`src/rtl/cla_accum_sequencer.sv`:
```
// Sequencer that streams 32-bit words through an external combinational
// carry-lookahead adder and returns the running total with sticky carry-out.
module cla_accum_sequencer #(
    parameter int DATA_W = 32,
    parameter int CNT_W  = 8
) (
    input  logic              i_clk,
    input  logic              i_rst,
    input  logic              i_start,
    input  logic [CNT_W-1:0]  i_len,
    input  logic              i_clear,
    input  logic [DATA_W-1:0] i_data,
    input  logic              i_data_valid,
    output logic              o_data_ready,
    output logic [DATA_W-1:0] o_add_a,
    output logic [DATA_W-1:0] o_add_b,
    input  logic [DATA_W-1:0] i_add_sum,
    output logic [DATA_W-1:0] o_result,
    output logic              o_overflow,
    output logic              o_result_valid,
    input  logic              i_result_ready,
    output logic              o_busy
);

    typedef enum logic [1:0] {
        IDLE,
        ACCUM,
        DONE
    } state_t;

    state_t            state, state_nxt;
    logic [DATA_W-1:0] acc, acc_nxt;
    logic [CNT_W-1:0]  cnt, cnt_nxt;
    logic [CNT_W-1:0]  len, len_nxt;
    logic              ovf, ovf_nxt;
    logic              cy;
    logic              last;

    // Carry-out recovered from operand and sum MSBs; the adder has no carry port.
    assign cy = (o_add_a[DATA_W-1] & o_add_b[DATA_W-1])
              | ((o_add_a[DATA_W-1] ^ o_add_b[DATA_W-1]) & ~i_add_sum[DATA_W-1]);

    assign last = (cnt == len - CNT_W'(1));

    always_ff @(posedge i_clk) begin
        if (i_rst) begin
            state <= IDLE;
            acc   <= '0;
            cnt   <= '0;
            len   <= '0;
            ovf   <= 1'b0;
        end else begin
            state <= state_nxt;
            acc   <= acc_nxt;
            cnt   <= cnt_nxt;
            len   <= len_nxt;
            ovf   <= ovf_nxt;
        end
    end

    always_comb begin
        state_nxt      = state;
        acc_nxt        = acc;
        cnt_nxt        = cnt;
        len_nxt        = len;
        ovf_nxt        = ovf;
        o_data_ready   = 1'b0;
        o_add_a        = acc;
        o_add_b        = '0;
        o_result_valid = 1'b0;
        o_result       = '0;
        o_overflow     = 1'b0;
        o_busy         = (state != IDLE);

        unique case (state)
            IDLE: begin
                if (i_start) begin
                    acc_nxt = '0;
                    ovf_nxt = 1'b0;
                    if (i_len != '0) begin
                        len_nxt   = i_len;
                        cnt_nxt   = '0;
                        state_nxt = ACCUM;
                    end else begin
                        state_nxt = DONE;
                    end
                end
            end
            ACCUM: begin
                o_data_ready = 1'b1;
                o_add_b      = i_data;
                if (i_data_valid) begin
                    acc_nxt = i_add_sum;
                    cnt_nxt = cnt + CNT_W'(1);
                    ovf_nxt = ovf | cy;
                    if (last) begin
                        state_nxt = DONE;
                    end
                end
            end
            DONE: begin
                o_result_valid = 1'b1;
                o_result       = acc;
                o_overflow     = ovf;
                if (i_result_ready) begin
                    state_nxt = IDLE;
                end
            end
            default: begin
                state_nxt = IDLE;
            end
        endcase

        // Abort takes priority over any beat or result handshake this cycle.
        if (i_clear) begin
            state_nxt = IDLE;
            acc_nxt   = '0;
            cnt_nxt   = '0;
            ovf_nxt   = 1'b0;
        end
    end

endmodule

```
`config.mk`:
```
export PLATFORM = sky130hd
export DESIGN_NAME = cla_accum_sequencer
export DESIGN_NICKNAME = d
export VERILOG_FILES = /design/src/rtl/cla_accum_sequencer.sv
export SDC_FILE = /design/constraint.sdc
export NUM_CORES = 1
export LEC_CHECK = 0
export CELL_PAD_IN_SITES_DETAIL_PLACEMENT = 0
export CELL_PAD_IN_SITES_GLOBAL_PLACEMENT = 2
export CORE_MARGIN = 1
export CORE_UTILIZATION = 19
export DETAILED_ROUTE_END_ITERATION = 6
export MAX_ROUTING_LAYER = met4
export PLACE_DENSITY = 0.86
export RECOVER_POWER = 50
export SETUP_SLACK_MARGIN = 0.1
export SYNTH_ARGS = -nofsm -noshare
export SYNTH_HDL_FRONTEND = slang
export SYNTH_SLANG_ARGS = --single-unit
export TNS_END_PERCENT = 50
```
`constraint.sdc`:
```
create_clock -name i_clk -period 2.3 [get_ports i_clk]
set_input_delay 0.575 -clock i_clk [delete_from_list [all_inputs] [get_ports i_clk]]
set_output_delay 0.575 -clock i_clk [all_outputs]
set_load 0.02 [all_outputs]
```
==> summary.md <==
| Metric | Value |
|---|---|
| Slew @ Worst Pin | 1.05 ns |
| Drt pass-1 iters | 4 |
| Asr flop ratio synth | 0% |
| Final wirelength | 9530 microns |
| Crit path DAT | 1.59 ns |
| Crit end category | output port |
| Post-Place Cell Area | 0.00474 sq mm |
| CTS HTree Levels | 2 |
| CTS Sinks | 51 |
| First-pass GRT wire length | 14200 microns |
| Final Core Density | 33.5% |
| I/O pin cnt | 178 |
| HPWL after DPL | 7240 microns |
| Minimum clock period | 2.17 ns |
| Layout cells sized above 1 | 9.16% |
| CTS max path bufs | 2 |
| Critical path data required time | 1.73 ns |
| Initial DRC Count | 117 |
| Static Leak | 2.16 nW |
| Clock transition at path regs | 0.07 ns |
| Drt via density | 4.49 |
| Mapped Avg Cell Area | 8.50 sq um |
| Ant. Diodes | 0 |
| Worst Clk Skew | 0.00594 ns |
| GRT Resource Usage Total | 12.7% |
| Cell Pwr Density | 532 mW/mm^2 |
| Setup bufs post-CTS | 0 |
| Worst setup SP type | register |
| Fmax | 461 MHz |
| Slew HR | 29.6% |
| Die Width | 121 microns |
| Syn_nets | 400 |
| Period utilization | 94.3% |
| Max_cap viols | 0 |
| Fin. Hold Viols | 0 |
| Fin Hold WS | 0.515 ns |
| Residual DRC | 0 |
| Post-Synthesis Cell Area | 0.00271 sq mm |
| Final setup vio count | 0 |
| Maximum number of pins on one net before global-route repair | 40 |
| Peak supply drop | 0.278 mV |
| Layout Area Growth over Synthesis | 71.3% |
| Final worst slack | 0.130 ns |
| Seq cells post-synth | 51 |
| Worst-Skew Late Latency | 0.29 ns |
| Vias | 3012 |
| Syn. warnings | 0 |
| Root buf cell | clkbuf_16 |
| Chip height | 121 microns |
| Seq/Total Area, Yosys | 37.6% |
| RSZ-0062 raised after global routing | yes |
| Core box area | 0.0139 sq mm |
| Clock buffer count from CTS | 5 |
| Pwr Total | 2.47 mW |
| Slew Limit Fails | 0 |
| WL/cell | 14.2 microns |
| Synth cell types | 44 |
| Main flop type after synthesis | dfxtp_1 |
| DP Worst Slack | -0.224 ns |
| Initial antenna violation count | 0 |
| Gpl congestion | 0.734 |
| GR Overflow Total | 0 |
| Outcome | finished clean |
| Crit Path Max Fanout | 39 |
| Final instance area | 0.00465 sq mm |
| CTS tree | done |
| Site Rows | 43 |
| Initial Util | 19.5% |
| Nets | 571 |
| Critical path class | reg -> out |
| Syn Inst Count | 319 |
| Number of synthesized flops with an enable pin | 0 |
| Hold Path Class | reg -> reg |
| IO Port Bufs | 177 |
| Remaining antenna violation count after routing | 0 |
| Vias in the first global route | 2938 |
| Area of the die | 0.0148 sq mm |
==> layer usage <==
metal  routed length [microns]  global-route usage (%)  vias to the layer above
met5                         0                       -                        -
met4                       119                    4.48                        0
met3                       636                    2.30                        7
met2                      4890                    23.2                      131
met1                      3880                    13.5                     1394
li1                          -                       -                     1480
==> Yosys cell counts, drive strengths merged, types with 2 or more instances <==
cell type	n	area share, %
nor3	8	1.7
nand3	5	0.92
mux2i	10	3.8
and3	68	16
a22oi	32	8.9
nor4	3	1.8
a211oi	2	0.55
xnor2	10	3.2
buf	10	2.5
or2	3	0.69
a21oi	3	0.55
nor2	52	7.7
clkbuf	21	3.0
inv	6	0.83
ha	3	1.4
nand4	2	0.46
xor2	7	2.3
nand2	6	0.83
dfxtp	51	38
==> kinds of logic (layout without fill, tap and decap cells) <==
family / Yosys count / count (layout) / synth area share [%]
AO/OA/AOI/OAI: 51 / 51 / 14.3
XOR/XNOR: 17 / 17 / 5.49
adder cells (fa/ha/maj): 3 / 3 / 1.38
buffers and inverters: 37 / 209 / 6.32
flip-flops: 51 / 51 / 37.6
multiplexers: 10 / 10 / 3.83
AND/OR/NAND/NOR: 150 / 150 / 31.0
==> critical path, cell delays in order (launching register included) <==
cell and delay [ns]:
dfxtp_1 0.32, inv_1 0.05, buf_4 0.34, and3_1 0.22, dlygate4sd2_1 0.36
==> what timing repair did <==
action                     4_1_cts  5_1_grt
gates resized for setup         39       32
setup endpoints to repair       77       45
hold buffers                     0        0
==> report_power, final <==
| group | switching, mW | internal [mW] |
|---|---|---|
| Combinational | 0.395 | 0.365 |
| Sequential | 0.0277 | 0.912 |
| Clock | 0.339 | 0.435 |
| Total | 0.761 | 1.71 |
==> sequential cells by signal, indices dropped and copies added, names as in the netlist <==
signal	cells
o_add_a	32
state	2
len	8
ovf	1
cnt	8
==> cell usage in the layout, fill, tap and decap left out, drive strengths merged, types with 2 or more instances in the layout <==
cell and count:
buf 17, dlygate4sd3 34, dlygate4sd2 38, a21oi 3, clkbuf 37, dfxtp 51
or2 3, xnor2 10, nor4 3, and3 68, a22oi 32, nand2 6
a211oi 2, mux2i 10, nand3 5, nor3 8, nand4 2, clkdlybuf4s50 75
xor2 7, ha 3, nor2 52, inv 6
==> layout make-up <==
| type | instances | area [sq um] |
|---|---|---|
| Timing Repair Buffer | 195 | 1710 |
| Fill cell | 1470 | 9230 |
| Multi-Input combinational cell | 231 | 1520 |
| Tap cell | 180 | 225 |
| Clock buffer | 6 | 139 |
| Clock inverter | 2 | 16.3 |
| Inverter | 6 | 22.5 |
| Sequential cell | 51 | 1020 |
==> metrics by stage <==
step	std cells	setup TNS (ns)
after CTS	671	0
after detailed placement	663	-6.02
after global placement	663	-4.52
final	671	0
after global routing	671	0
after floorplan	319	0
==> path summary, 6_finish.rpt <==
| check | startpoint | cells after the start | end | slack (ns) |
|---|---|---|---|---|
| max | state[0] | 4 | o_overflow | 0.13 |
| min | len[7] | 2 | len[7] | 0.52 |
| max reg2reg | state[0] | 6 | o_add_a[11] | 0.33 |
| min reg2reg | len[7] | 2 | len[7] | 0.52 |
Note: power is estimated with default switching activity, not from simulation.
